`config.mk`:
```
export PLATFORM = sky130hd
export DESIGN_NAME = countdown_timer_bcd_flat
export DESIGN_NICKNAME = d
export VERILOG_FILES = /design/src/rtl/countdown_timer_bcd_if.sv /design/src/rtl/countdown_timer_bcd.sv /design/src/flat_wrapper.sv
export SDC_FILE = /design/constraint.sdc
export NUM_CORES = 1
export LEC_CHECK = 0
export BUFFER_PORTS_ARGS = -buffer_cell sky130_fd_sc_hd__buf_2
export CORE_MARGIN = 2
export CORE_UTILIZATION = 50
export DETAILED_ROUTE_END_ITERATION = 6
export PLACE_DENSITY_LB_ADDON = 0.2
export SETUP_SLACK_MARGIN = 0.15
export SYNTH_ARGS = -nofsm -noshare
export SYNTH_HDL_FRONTEND = slang
export SYNTH_SLANG_ARGS = --single-unit
export TNS_END_PERCENT = 50
```
`constraint.sdc`:
```
create_clock -name clk -period 2 [get_ports clk]
set_input_delay 0.1 -clock clk [delete_from_list [all_inputs] [get_ports clk]]
set_output_delay 0.1 -clock clk [all_outputs]
set_load 0.005 [all_outputs]
```
`src/rtl/countdown_timer_bcd_if.sv`:
```
// Control and display bundle between the lock FSM (master) and the BCD countdown timer (slave).
interface countdown_timer_bcd_if;
  logic        load;
  logic [15:0] load_digits;
  logic        start;
  logic        stop;
  logic [3:0]  min_tens;
  logic [3:0]  min_ones;
  logic [3:0]  sec_tens;
  logic [3:0]  sec_ones;
  logic        running;
  logic        expired;
  logic        expire_pulse;
  logic        warn;

  modport master (
    output load, load_digits, start, stop,
    input  min_tens, min_ones, sec_tens, sec_ones, running, expired, expire_pulse, warn
  );

  modport slave (
    input  load, load_digits, start, stop,
    output min_tens, min_ones, sec_tens, sec_ones, running, expired, expire_pulse, warn
  );
endinterface

```
`src/rtl/countdown_timer_bcd.sv`:
```
// MM:SS countdown timer held as four BCD digits with IDLE/RUN/PAUSE/EXPIRED control.
// Optional low-time warning output is built only when TIMER_WARN_EN is defined.
module countdown_timer_bcd #(
  parameter int TICK_CYCLES = 50_000_000,
  parameter int WARN_SECS   = 10
) (
  input  logic                 clk,
  input  logic                 rst,
  countdown_timer_bcd_if.slave bus
);

  localparam logic [1:0] ST_IDLE    = 2'd0;
  localparam logic [1:0] ST_RUN     = 2'd1;
  localparam logic [1:0] ST_PAUSE   = 2'd2;
  localparam logic [1:0] ST_EXPIRED = 2'd3;

  localparam int             PW         = $clog2(TICK_CYCLES);
  localparam logic [PW-1:0]  PRESC_LAST = PW'(TICK_CYCLES - 1);

  logic [1:0]    state_q, state_d;
  logic [PW-1:0] presc_q, presc_d;
  logic [3:0]    min_tens_q, min_tens_d;
  logic [3:0]    min_ones_q, min_ones_d;
  logic [3:0]    sec_tens_q, sec_tens_d;
  logic [3:0]    sec_ones_q, sec_ones_d;
  logic          running_q, running_d;
  logic          expired_q, expired_d;
  logic          pulse_q, pulse_d;

  logic [3:0] dec_min_tens, dec_min_ones, dec_sec_tens, dec_sec_ones;
  logic       dec_zero;
  logic       count_zero;

  // One-second decrement with the BCD borrow chain; only used while the count is non-zero.
  always_comb begin
    dec_min_tens = min_tens_q;
    dec_min_ones = min_ones_q;
    dec_sec_tens = sec_tens_q;
    dec_sec_ones = sec_ones_q - 4'd1;
    if (sec_ones_q == 4'd0) begin
      dec_sec_ones = 4'd9;
      if (sec_tens_q == 4'd0) begin
        dec_sec_tens = 4'd5;
        if (min_ones_q == 4'd0) begin
          dec_min_ones = 4'd9;
          dec_min_tens = min_tens_q - 4'd1;
        end else begin
          dec_min_ones = min_ones_q - 4'd1;
        end
      end else begin
        dec_sec_tens = sec_tens_q - 4'd1;
      end
    end
    dec_zero   = (dec_min_tens == 4'd0) && (dec_min_ones == 4'd0) &&
                 (dec_sec_tens == 4'd0) && (dec_sec_ones == 4'd0);
    count_zero = (min_tens_q == 4'd0) && (min_ones_q == 4'd0) &&
                 (sec_tens_q == 4'd0) && (sec_ones_q == 4'd0);
  end

  always_comb begin
    state_d    = state_q;
    presc_d    = presc_q;
    min_tens_d = min_tens_q;
    min_ones_d = min_ones_q;
    sec_tens_d = sec_tens_q;
    sec_ones_d = sec_ones_q;
    pulse_d    = 1'b0;

    if (bus.load) begin
      min_tens_d = (bus.load_digits[15:12] > 4'd9) ? 4'd9 : bus.load_digits[15:12];
      min_ones_d = (bus.load_digits[11:8]  > 4'd9) ? 4'd9 : bus.load_digits[11:8];
      sec_tens_d = (bus.load_digits[7:4]   > 4'd5) ? 4'd5 : bus.load_digits[7:4];
      sec_ones_d = (bus.load_digits[3:0]   > 4'd9) ? 4'd9 : bus.load_digits[3:0];
      state_d    = ST_IDLE;
      presc_d    = '0;
    end else begin
      case (state_q)
        ST_IDLE, ST_PAUSE: begin
          // stop wins over a simultaneous start; the prescaler keeps its paused value
          if (bus.start && !bus.stop && !count_zero) begin
            state_d = ST_RUN;
          end
        end
        ST_RUN: begin
          if (bus.stop) begin
            state_d = ST_PAUSE;
          end else if (presc_q == PRESC_LAST) begin
            presc_d    = '0;
            min_tens_d = dec_min_tens;
            min_ones_d = dec_min_ones;
            sec_tens_d = dec_sec_tens;
            sec_ones_d = dec_sec_ones;
            if (dec_zero) begin
              state_d = ST_EXPIRED;
              pulse_d = 1'b1;
            end
          end else begin
            presc_d = presc_q + 1'b1;
          end
        end
        default: begin
          state_d = ST_EXPIRED;
        end
      endcase
    end

    running_d = (state_d == ST_RUN);
    expired_d = (state_d == ST_EXPIRED);
  end

  always_ff @(posedge clk or posedge rst) begin
    if (rst) begin
      state_q    <= ST_IDLE;
      presc_q    <= '0;
      min_tens_q <= 4'd0;
      min_ones_q <= 4'd0;
      sec_tens_q <= 4'd0;
      sec_ones_q <= 4'd0;
      running_q  <= 1'b0;
      expired_q  <= 1'b0;
      pulse_q    <= 1'b0;
    end else begin
      state_q    <= state_d;
      presc_q    <= presc_d;
      min_tens_q <= min_tens_d;
      min_ones_q <= min_ones_d;
      sec_tens_q <= sec_tens_d;
      sec_ones_q <= sec_ones_d;
      running_q  <= running_d;
      expired_q  <= expired_d;
      pulse_q    <= pulse_d;
    end
  end

  assign bus.min_tens     = min_tens_q;
  assign bus.min_ones     = min_ones_q;
  assign bus.sec_tens     = sec_tens_q;
  assign bus.sec_ones     = sec_ones_q;
  assign bus.running      = running_q;
  assign bus.expired      = expired_q;
  assign bus.expire_pulse = pulse_q;

`ifdef TIMER_WARN_EN
  logic warn_q, warn_d;

  // Evaluated on next-state values so warn changes on the same edge as the digits.
  always_comb begin
    warn_d = ((state_d == ST_RUN) || (state_d == ST_PAUSE)) &&
             (min_tens_d == 4'd0) && (min_ones_d == 4'd0) &&
             ((7'(sec_tens_d) * 7'd10 + 7'(sec_ones_d)) <= 7'(WARN_SECS));
  end

  always_ff @(posedge clk or posedge rst) begin
    if (rst) begin
      warn_q <= 1'b0;
    end else begin
      warn_q <= warn_d;
    end
  end

  assign bus.warn = warn_q;
`else
  assign bus.warn = 1'b0;
`endif

endmodule

```
`src/flat_wrapper.sv`:
```
// flat-port wrapper written by rule: the top's interface ports become plain ports
module countdown_timer_bcd_flat 
#(
  parameter int TICK_CYCLES = 50_000_000,
  parameter int WARN_SECS   = 10
)
  (clk, rst, bus_load, bus_load_digits, bus_start, bus_stop, bus_min_tens, bus_min_ones, bus_sec_tens, bus_sec_ones, bus_running, bus_expired, bus_expire_pulse, bus_warn);
  countdown_timer_bcd_if bus_i ();
  input  logic clk;
  input  logic rst;
  input wire logic [$bits(bus_i.load)-1:0] bus_load;
  input wire logic [$bits(bus_i.load_digits)-1:0] bus_load_digits;
  input wire logic [$bits(bus_i.start)-1:0] bus_start;
  input wire logic [$bits(bus_i.stop)-1:0] bus_stop;
  output wire logic [$bits(bus_i.min_tens)-1:0] bus_min_tens;
  output wire logic [$bits(bus_i.min_ones)-1:0] bus_min_ones;
  output wire logic [$bits(bus_i.sec_tens)-1:0] bus_sec_tens;
  output wire logic [$bits(bus_i.sec_ones)-1:0] bus_sec_ones;
  output wire logic [$bits(bus_i.running)-1:0] bus_running;
  output wire logic [$bits(bus_i.expired)-1:0] bus_expired;
  output wire logic [$bits(bus_i.expire_pulse)-1:0] bus_expire_pulse;
  output wire logic [$bits(bus_i.warn)-1:0] bus_warn;
  assign bus_i.load = bus_load;
  assign bus_i.load_digits = bus_load_digits;
  assign bus_i.start = bus_start;
  assign bus_i.stop = bus_stop;
  assign bus_min_tens = bus_i.min_tens;
  assign bus_min_ones = bus_i.min_ones;
  assign bus_sec_tens = bus_i.sec_tens;
  assign bus_sec_ones = bus_i.sec_ones;
  assign bus_running = bus_i.running;
  assign bus_expired = bus_i.expired;
  assign bus_expire_pulse = bus_i.expire_pulse;
  assign bus_warn = bus_i.warn;
  countdown_timer_bcd #(.TICK_CYCLES(TICK_CYCLES), .WARN_SECS(WARN_SECS)) u_core (.clk(clk), .rst(rst), .bus(bus_i));
endmodule
```
==> run metrics, run 1 <==
status=complete, but fails checks; violated checks=setup timing; first-pass GRT wire length=around 12 mm; RePlAce Congestion=slightly below 0.9; initial core utilization=51.4%; Met2 Wirelength=4.22 mm; mapped cell area=roughly 2800 um^2; worst vdd rail ir drop=0.000273 V; Avg Cell Area, Syn=9.20 um^2; clock latency on the worst-skew pair=roughly 300 ps; worst r2r src=u_core.bus.sec_ones[2]$_DFFE_PP0P_; Vias=between 2000 and 3000; worst slew pin tran=around 860 ps; TritonCTS buffer count=5; Hold Path Depth=2; worst-path maximum fanout=8; CTS H-Tree Depth=2; Setup CP Type=reg -> reg; Final ANT Viol Nets=0; clock root buffer=clkbuf_8; dominant synthesized flop cell=dfrtp_1; fin area=between 3000 and 4000 um^2; Power Density=a little under 500 nW/um^2; Longest Clk Path Bufs=2; WL met3=242 um; worst reg2reg endpoint=u_core.bus.expired$_DFF_PP0_; CTS tree=built; Layout Skew=approximately 13 ps; share of cells above drive strength 1=approximately 43%; Hold Slack=a little over 7 ps; Setup crit start kind=flip-flop; utilization after layout=about 73%; Reg clk slew, reported paths=~90 ps; initial antenna violation count=0; met1 WL=~3.3 mm; CP Capture Type=flip-flop; relative slew slack=about two fifths; iteration count of the initial detailed-routing pass=4; Area growth syn-to-layout=42.8%; DRC violation count after routing=0; Mapped Cells=304; Synth Register Bits=47; Req. time, crit path=2210 ps; Reg2Reg Depth=6; most frequent cells in the layout=buf_4 (67), dfrtp_1 (46), buf_2 (39), nor2_1 (23), nand2_1 (20); R2R setup slack=-180 ps; DIE WIDTH=slightly below 80 um; max-cap viol count=0; Fin. Hold Viols=0; GRT Total Usage=25.3%; P_leak=1.67 nW; Final Max Tran Viols=0; hold path endpoint=u_core.bus.min_ones[2]$_DFFE_PP0P_; full die area=between 6000 and 7000 um^2; row cnt=27; Filler cells=between 300 and 400; Vias/cell=around 5.7; post-route minimum period=2180 ps; largest net degree at the start of global routing=48; CP peak stage delay=just under 700 ps; Antenna Cells=0; Synth area leader=dfrtp_1; synth top area cells=dfrtp_1 (42%), nor2_1 (5.1%), xnor2_1 (3.4%), xor2_1 (3.4%), nand4_1 (2.9%); CP Cell Sequence=buf_4 > or4b_2 > nor4_1 > nand4_1 > nand4b_4 > o41ai_2; setup_tns=-1030 ps; Avg WL per Cell=~16 um; Syn Nets=approximately 330; uppermost layer routed=met4; YS warnings=0; I/O pin cnt=41; crit share post-route=109%; Vert. Die Dim=between 70 and 80 um; GRT Residual Overflow=0; Port Buf Inserts=39; Final setup viols=7; Yosys top cell area share=a little over two fifths; worst setup margin=-176 ps; Routed WL=7.84 mm; RSZ-0062 raised after global routing=yes; clock sink count=between 40 and 50; Yosys cell types=60; Crit-path slowest cell=or4b_2; 1st-iter DRT viols=124; asr flop ratio synth=100%; CP Launch Point=u_core.bus.sec_ones[2]$_DFFE_PP0P_; hold_sp=bus_load_digits[11]; dpl cell area=about 3500 um^2; vias in the first global route=about 2700; critical path arrival=~2400 ps; most common cell after layout, fill and taps aside=buf_4; Post-synth EDFFs=0; core area=around 5400 um^2; HPWL Detailed=roughly 5.3 mm; # nets final=437; Max Fclk=460 MHz; Hold Path Class=in -> reg; register area share after synthesis=~42%
==> worst max-delay path: cells and delay by family, from the launching register on <==
family                 cells  cell delay [ps]
buffers and inverters      1              170
AND/OR/NAND/NOR            4             1300
flip-flops                 1              390
AO/OA/AOI/OAI              1              220
==> per-stage QoR <==
step / std cells / worst slack, ps / power [W]
floorplan: 304 / -149 / 0.00118
global placement: 466 / -101 / 0.00133
detailed placement: 466 / -207 / 0.00134
CTS: 477 / -141 / 0.00192
global route: 486 / -313 / 0.00203
finish: 486 / -176 / 0.00194
==> layout make-up <==
cell class,instances,area (um^2),area share [%]
multi-input cells,232,1800,45.1
flip-flops and latches,47,1180,29.5
repair buffers,114,795,19.9
well taps,72,90.1,2.26
clock buffers,7,76.3,1.91
inverters,13,48.8,1.22
clock inverters,1,5.00,0.125
==> state kept, by name, indices dropped and copies added (netlist names) <==
signal,flops
u_core.bus.expire_pulse,1
u_core.bus.expired,1
u_core.bus.min_ones,4
u_core.bus.min_tens,4
u_core.bus.running,1
u_core.bus.sec_ones,4
u_core.bus.sec_tens,4
u_core.presc_q,26
u_core.state_q,2
==> kinds of logic after synthesis <==
| kind of cell | Yosys count | synth area share [%] |
|---|---|---|
| flops | 47 | 42.0 |
| xor+xnor | 22 | 6.89 |
| other cells | 1 | 0.134 |
| compound gates | 57 | 14.7 |
| mux | 6 | 2.19 |
| fa+ha+maj | 3 | 1.34 |
| buf+inv | 25 | 3.49 |
| simple gates | 143 | 29.2 |
==> synthesized netlist by cell type, types with 3 or more instances <==
cell type	number
ha_1	3
and3_1	3
and4_1	7
nand4_1	13
nand2_1	20
o2bb2ai_1	4
dfrtp_1	47
xor2_1	11
inv_1	12
mux2i_1	5
xnor2_1	11
a21oi_1	6
nor2_1	38
clkbuf_1	11
o2111ai_1	3
nor2b_1	3
nand3_1	12
nor4_1	13
o21a_1	3
o21ai_0	14
nor3_1	9
a31oi_1	4
or3_1	5
o22ai_1	3
==> repair_timing <==
action | in CTS | in global routing
hold buffers | 1 | 0
gates resized for setup | 26 | 49
hold endpoints to repair | 47 | 0
endpoints found under the setup margin | 44 | 45
pin swaps | 13 | 25
setup buffers | 2 | 9
==> where the power goes <==
group | switching, W | leakage, nW | internal, W
clock | 0.000321 | 0.0422 | 0.000246
sequential | 0.0000240 | 0.622 | 0.000979
combinational | 0.000208 | 1.01 | 0.000166
==> worst max path at each step <==
stage          cells after the start  slack, ps                            endpoint
3_5_place_dp                       5       -210  u_core.bus.min_tens[1]$_DFFE_PP0P_
3_3_place_gp                       5       -100  u_core.bus.min_tens[1]$_DFFE_PP0P_
5_1_grt                            6       -310        u_core.bus.expired$_DFF_PP0_
2_1_floorplan                      5       -150        u_core.bus.expired$_DFF_PP0_
4_1_cts                            5       -140        u_core.bus.expired$_DFF_PP0_
6_report                           6       -180        u_core.bus.expired$_DFF_PP0_
==> layer usage <==
metal  vias to the layer above  global-route usage, %
met5                         -                      0
met4                         0                   7.72
met3                        12                   3.75
met2                        59                   46.3
met1                      1379                   30.5
li1                       1343                      -
Power figures use the tool's default switching activity.
==> run 2, diff against run 1 <==
--- a/config.mk
+++ b/config.mk
@@ -14,4 +14,4 @@
 export SYNTH_ARGS = -nofsm -noshare
 export SYNTH_HDL_FRONTEND = slang
 export SYNTH_SLANG_ARGS = --single-unit
-export TNS_END_PERCENT = 50
+export TNS_END_PERCENT = 20
==> run 2 against run 1 <==
The run still ends with setup timing left. Wire length is 1.1% lower. Largest power group unchanged. Hold slack better by 2.8 ps. Non-clock buffer count is 1 lower.
==> run metrics, run 2 (synthesis gave the netlist of run 1 again) <==
status=complete, but fails checks; violated checks=setup timing; Layout Skew=8.08 ps (-5.14 ps); CP Cell Sequence=or4_4 > or4_4 > or3_4 > nand4b_4 > o41ai_2; Fin. Hold Viols=0 (unchanged); Longest Clk Path Bufs=2 (unchanged); Worst Path Buf+Inv=0 (-1); max reg flops=26 (unchanged); crit-path most repeated cell=or4_4; share of cells above drive strength 1=40.9% (-2.6 points); DIE WIDTH=78.8 um (unchanged); Hold Path Depth=2 (unchanged); Filler cells=377 (-5.3%); I/O pin cnt=41 (unchanged); Reg2Reg Depth=5 (-1); GRT Total Usage=25.3% (about the same); Vias/cell=5.80 (+0.89%); RSZ-0062 raised after global routing=yes; final std cells w/o fill=485 (-0.21%); Crit-path slowest cell=or4_4; Setup crit start kind=flip-flop; DRC violation count after routing=0 (unchanged); largest net degree at the start of global routing=19 (-60%); P_leak=1.71 nW (+2.3%); most common cell after layout, fill and taps aside=buf_4; clock sink count=47 (unchanged); Final setup viols=6 (-1); TritonCTS buffer count=5 (unchanged); crit-path leading delay family=simple AND/OR/NAND/NOR gates; proportion of power drawn by the clock network=34.6% (+5.4 points); Area growth syn-to-layout=41.8%; initial antenna violation count=0 (unchanged); Routed WL=7.75 mm (-1.1%); clock root buffer=clkbuf_8; first-pass GRT wire length=12.3 mm (-0.44%); switch share=26.4% (-2.1 points); full die area=6210 um^2 (unchanged); hold path endpoint=u_core.bus.sec_ones[2]$_DFFE_PP0P_; internal power=0.00155 W (+11%); 1st-iter DRT viols=217 (+75%); iteration count of the initial detailed-routing pass=4 (unchanged); Final ANT Viol Nets=0 (unchanged); hold_sp=bus_load_digits[3]; Final Max Tran Viols=0 (unchanged); CP Capture Type=flip-flop; CP peak stage delay=530 ps (-150 ps); R2R setup slack=-140 ps (+40 ps); row cnt=27 (unchanged); setup_tns=-665 ps (+363 ps); Power Density=531 nW/um^2 (+9.0%); Vias=2812 (+0.68%); Avg WL per Cell=16.0 um (-0.94%); # nets final=436 (-0.23%); Comb power frac=17.7% (-1.5 points); worst vdd rail ir drop=0.000269 V (-1.2%); Top reg by flops=u_core.presc_q; crit share post-route=107% (-1.8 points); GRT Residual Overflow=0 (unchanged); critical path arrival=2330 ps (-50 ps); most frequent cells in the layout=buf_4 (70), dfrtp_1 (47), buf_2 (39), nor2_1 (37), nand2_1 (20); Cells after DPL=468 (+0.43%); worst setup margin=-141 ps (+35.6 ps); sequential cell fraction of total power=47.7% (-3.9 points); RePlAce Congestion=0.884 (+0.16%); Reg clk slew, reported paths=90 ps (about the same); NetSw=0.000555 W (+0.33%); Vert. Die Dim=78.8 um (unchanged); post-route minimum period=2140 ps (-35.6 ps); worst slew pin tran=892 ps (+35.6 ps); HPWL Detailed=5.55 mm (+4.8%); CTS H-Tree Depth=2 (unchanged); worst r2r src=u_core.bus.sec_tens[1]$_DFFE_PP0P_; clock latency on the worst-skew pair=300 ps (about the same); Port Buf Inserts=39 (unchanged); CTS tree=built; initial core utilization=51.4% (unchanged); worst-path maximum fanout=3 (-5); core area=5440 um^2 (unchanged); Setup CP Type=reg -> reg; vias in the first global route=2663 (-1.0%); Antenna Cells=0 (unchanged); Hold Path Class=in -> reg; Req. time, crit path=2190 ps (-20 ps); Pwr Total=0.00210 W (+8.2%); worst reg2reg endpoint=u_core.bus.expired$_DFF_PP0_; relative slew slack=39.0% (-2.4 points); max-cap viol count=0 (unchanged); Max Fclk=467 MHz (+1.7%)
-- run 2: cell types whose count changed in the layout (fill, tap and decap cells not counted), moves of 3 or more --
| cell | before | now |
|---|---|---|
| nor2_1 | 23 | 37 |
| buf_4 | 67 | 70 |
| nor2_2 | 6 | 1 |
| nor2_4 | 9 | 0 |
-- run 2: how the worst max path moves through the flow --
stage / startpoint / endpoint / depth (start not counted)
after detailed placement: u_core.bus.sec_tens[0]$_DFFE_PP0P_ / u_core.bus.min_tens[1]$_DFFE_PP0P_ / 5
after global routing: u_core.bus.sec_tens[0]$_DFFE_PP0P_ / u_core.bus.min_tens[3]$_DFFE_PP0P_ / 7
after global placement: u_core.bus.sec_tens[0]$_DFFE_PP0P_ / u_core.bus.min_tens[1]$_DFFE_PP0P_ / 5
final: u_core.bus.sec_tens[1]$_DFFE_PP0P_ / u_core.bus.expired$_DFF_PP0_ / 5
after floorplan: u_core.bus.sec_tens[0]$_DFFE_PP0P_ / u_core.bus.expired$_DFF_PP0_ / 5
after CTS: u_core.bus.sec_tens[0]$_DFFE_PP0P_ / u_core.bus.expired$_DFF_PP0_ / 5
-- run 2: final cells by class --
cell class | count | area [um^2] | share of cell area [%]
clock buffers | 6 | 82.6 | 2.08
flip-flops and latches | 47 | 1180 | 29.7
inverters | 13 | 48.8 | 1.23
repair buffers | 113 | 764 | 19.3
multi-input cells | 232 | 1770 | 44.6
clock inverters | 2 | 35.0 | 0.883
well taps | 72 | 90.1 | 2.27
-- run 2: per-layer routing --
metal	wire length [um]	GRT usage, %
met3	311	3.98
met2	4190	46.8
met4	146	9.30
met5	0	0
met1	3110	29.3
-- run 2: through the flow --
step / util [%] / instance area [um^2] / hold WS, ps / worst slack (ps)
after floorplan: - / 2800 / 182 / -149
after global placement: 64.8 / 3520 / 54.4 / -104
after detailed placement: 64.8 / 3520 / 60.0 / -149
after CTS: 69.2 / 3760 / 5.32 / -146
after global routing: 72.9 / 3970 / 8.08 / -208
final: 72.9 / 3970 / 9.97 / -141
-- run 2: power by group through the flow --
| stage | clock (W) | sequential [W] | combinational (W) |
|---|---|---|---|
| CTS | 0.000742 | 0.00100 | 0.000343 |
| global route | 0.000772 | 0.00101 | 0.000405 |
| finish | 0.000727 | 0.00100 | 0.000373 |
| global placement | 0 | 0.00102 | 0.000318 |
| detailed placement | 0 | 0.00102 | 0.000325 |
| floorplan | 0 | 0.00104 | 0.000138 |
-- run 2: worst register-to-register path: cells and delay by family (launching register included) --
family          cells  cell delay, ps
simple gates        4            1560
compound gates      1              70
flops               1             400
-- run 2: timing repair --
action,CTS,global route
resized for setup,20,32
hold buffers,1,0
setup endpoints to repair,44,46
pin swaps,13,16
buffers inserted,3,5
endpoints found under the hold margin,12,0
==> run 3, diff against run 2 <==
--- a/config.mk
+++ b/config.mk
@@ -9,7 +9,7 @@
 export CORE_MARGIN = 2
 export CORE_UTILIZATION = 50
 export DETAILED_ROUTE_END_ITERATION = 6
-export PLACE_DENSITY_LB_ADDON = 0.2
+export PLACE_DENSITY = 0.79
 export SETUP_SLACK_MARGIN = 0.15
 export SYNTH_ARGS = -nofsm -noshare
 export SYNTH_HDL_FRONTEND = slang
==> constraint.sdc (replaced) <==
create_clock -name clk -period 2 [get_ports clk]
set_input_delay 0.2 -clock clk [delete_from_list [all_inputs] [get_ports clk]]
set_output_delay 0.2 -clock clk [all_outputs]
set_load 0.005 [all_outputs]
==> run 3 against run 2 <==
The flow still finishes with violations (setup timing). Clock power decreased by 11%. Via count increased by 4.4%. Total power decreased by 3.7%. Clock skew increased by 4.2 ps. Global-route usage increased by 1.6 points. Sequential power about the same. Register-to-register slack got worse by 50 ps. First-iteration DRC count decreased by 7.4%. Fmax decreased by 2.5%. Critical path type unchanged. Critical endpoint is now u_core.state_q[1]$_DFF_PP0_.
==> run metrics, run 3 (synthesis gave the netlist of run 1 again) <==
status=complete, but fails checks; violated checks=setup timing; GRT Total Usage=26.9% (+1.6 points); # nets final=428 (-1.8%); Port Buf Inserts=39 (unchanged); CTS H-Tree Depth=2 (unchanged); CP Cell Sequence=or4_4 > or4_4 > or3_4 > nand4b_4 > a21oi_1; most common cell after layout, fill and taps aside=buf_4; Req. time, crit path=2190 ps (about the same); P_leak=1.66 nW (-3.1%); Final setup viols=10 (+4); post-route minimum period=2200 ps (+54.5 ps); DRC violation count after routing=0 (unchanged); Filler cells=354 (-6.1%); vias in the first global route=2743 (+3.0%); GRT Residual Overflow=0 (unchanged); RePlAce Congestion=0.897 (+1.5%); worst slew pin tran=689 ps (-203 ps); crit-path leading delay family=simple AND/OR/NAND/NOR gates; setup_tns=-1010 ps (-344 ps); Routed WL=8.65 mm (+12%); crit-path most repeated cell=or4_4; Max Fclk=456 MHz (-2.5%); clock root buffer=clkbuf_8; Crit-path slowest cell=or4_4; Vert. Die Dim=78.8 um (unchanged); full die area=6210 um^2 (unchanged); CTS tree=built; most frequent cells in the layout=buf_4 (60), dfrtp_1 (45), buf_2 (40), nor2_1 (33), nand2_1 (20); worst vdd rail ir drop=0.000396 V (+47%); initial core utilization=51.4% (unchanged); Reg clk slew, reported paths=90 ps (about the same); iteration count of the initial detailed-routing pass=5 (+1); Layout Skew=12.3 ps (+4.24 ps); max-cap viol count=0 (unchanged); Final ANT Viol Nets=0 (unchanged); critical path arrival=2390 ps (+60 ps); HPWL Detailed=5.45 mm (-1.9%); row cnt=27 (unchanged); relative slew slack=52.9% (+14 points); I/O pin cnt=41 (unchanged); CP Capture Type=flip-flop; clock latency on the worst-skew pair=310 ps (about the same); max reg flops=26 (unchanged); fin area=3930 um^2 (-0.82%); core area=5440 um^2 (unchanged); first-pass GRT wire length=13.1 mm (+6.5%); Fin. Hold Viols=0 (unchanged); Avg WL per Cell=18.1 um (+13%); Setup CP Type=reg -> reg; share of cells above drive strength 1=41.5% (+0.56 points); Worst Path Buf+Inv=0 (unchanged); DIE WIDTH=78.8 um (unchanged); 1st-iter DRT viols=201 (-7.4%); CP peak stage delay=550 ps (+20 ps); Vias=2937 (+4.4%); Area growth syn-to-layout=40.6%; initial antenna violation count=0 (unchanged); worst setup margin=-195 ps (-54.5 ps); Vias/cell=6.16 (+6.2%); crit share post-route=110% (+2.7 points); Antenna Cells=0 (unchanged); clock sink count=47 (unchanged); worst-path maximum fanout=3 (unchanged); Hold Path Class=in -> reg; Setup crit start kind=flip-flop; Final Max Tran Viols=0 (unchanged); Power Density=515 nW/um^2 (-2.9%); dpl cell area=3460 um^2 (-1.7%); largest net degree at the start of global routing=20 (+1); Longest Clk Path Bufs=2 (unchanged); Top reg by flops=u_core.presc_q; TritonCTS buffer count=5 (unchanged); RSZ-0062 raised after global routing=yes
[run 3: through the flow]
| step | worst slack [ps] | std cells | hold WS, ps | total power, W | utilization, % |
|---|---|---|---|---|---|
| after floorplan | -149 | 304 | 282 | 0.00118 | - |
| after global placement | -127 | 460 | 153 | 0.00133 | 63.7 |
| after detailed placement | -224 | 460 | 154 | 0.00134 | 63.7 |
| after CTS | -170 | 470 | 108 | 0.00200 | 69.1 |
| after global routing | -248 | 477 | 113 | 0.00209 | 72.3 |
| final | -195 | 477 | 112 | 0.00203 | 72.3 |
[run 3: where the power goes]
group	switching [W]	leakage [nW]	internal [W]
registers	0.0000261	0.621	0.000979
logic	0.000213	0.986	0.000162
clock network	0.000330	0.0515	0.000316
total	0.000569	1.66	0.00146
[run 3: metal layers]
layer / vias up / track usage (%) / part of all wire (%)
met5: - / 0 / 0
met4: 0 / 10.9 / 3.9
met3: 37 / 4.09 / 5.3
met2: 138 / 49.6 / 53
met1: 1441 / 31.1 / 38
li1: 1321 / - / -
[run 3: what timing repair did]
| item | 4_1_cts | 5_1_grt |
|---|---|---|
| gates resized for setup | 42 | 24 |
| pin swaps | 23 | 13 |
| endpoints found under the setup margin | 42 | 44 |
| buffers inserted | 1 | 6 |
| hold endpoints to repair | 11 | 0 |
| gates cloned | 0 | 1 |
| hold buffers | 1 | 0 |
[run 3: cell type report]
type                       instances  area [um^2]  share of cell area [%]
multi-input combinational        232         1800                    45.8
sequential                        47         1180                    30.0
timing repair buffer             105          714                    18.2
clock buffer                       8          100                    2.54
tap                               72         90.1                    2.29
inverter                          13         48.8                    1.24
[run 3: final timing paths]
path                                                     from  slack, ps  cells past startpoint                                 end
setup / recovery           u_core.bus.sec_tens[0]$_DFFE_PP0P_       -200                      5         u_core.state_q[1]$_DFF_PP0_
hold reg to reg                u_core.presc_q[23]$_DFFE_PP0P_        490                      1      u_core.presc_q[23]$_DFFE_PP0P_
hold / removal                            bus_load_digits[15]        110                      2  u_core.bus.min_tens[1]$_DFFE_PP0P_
setup reg to reg           u_core.bus.sec_tens[0]$_DFFE_PP0P_       -200                      5         u_core.state_q[1]$_DFF_PP0_
max in group asynchronous                                 rst       1080                      4      u_core.presc_q[24]$_DFFE_PP0P_
min in group asynchronous                                 rst        370                      3      u_core.presc_q[10]$_DFFE_PP0P_
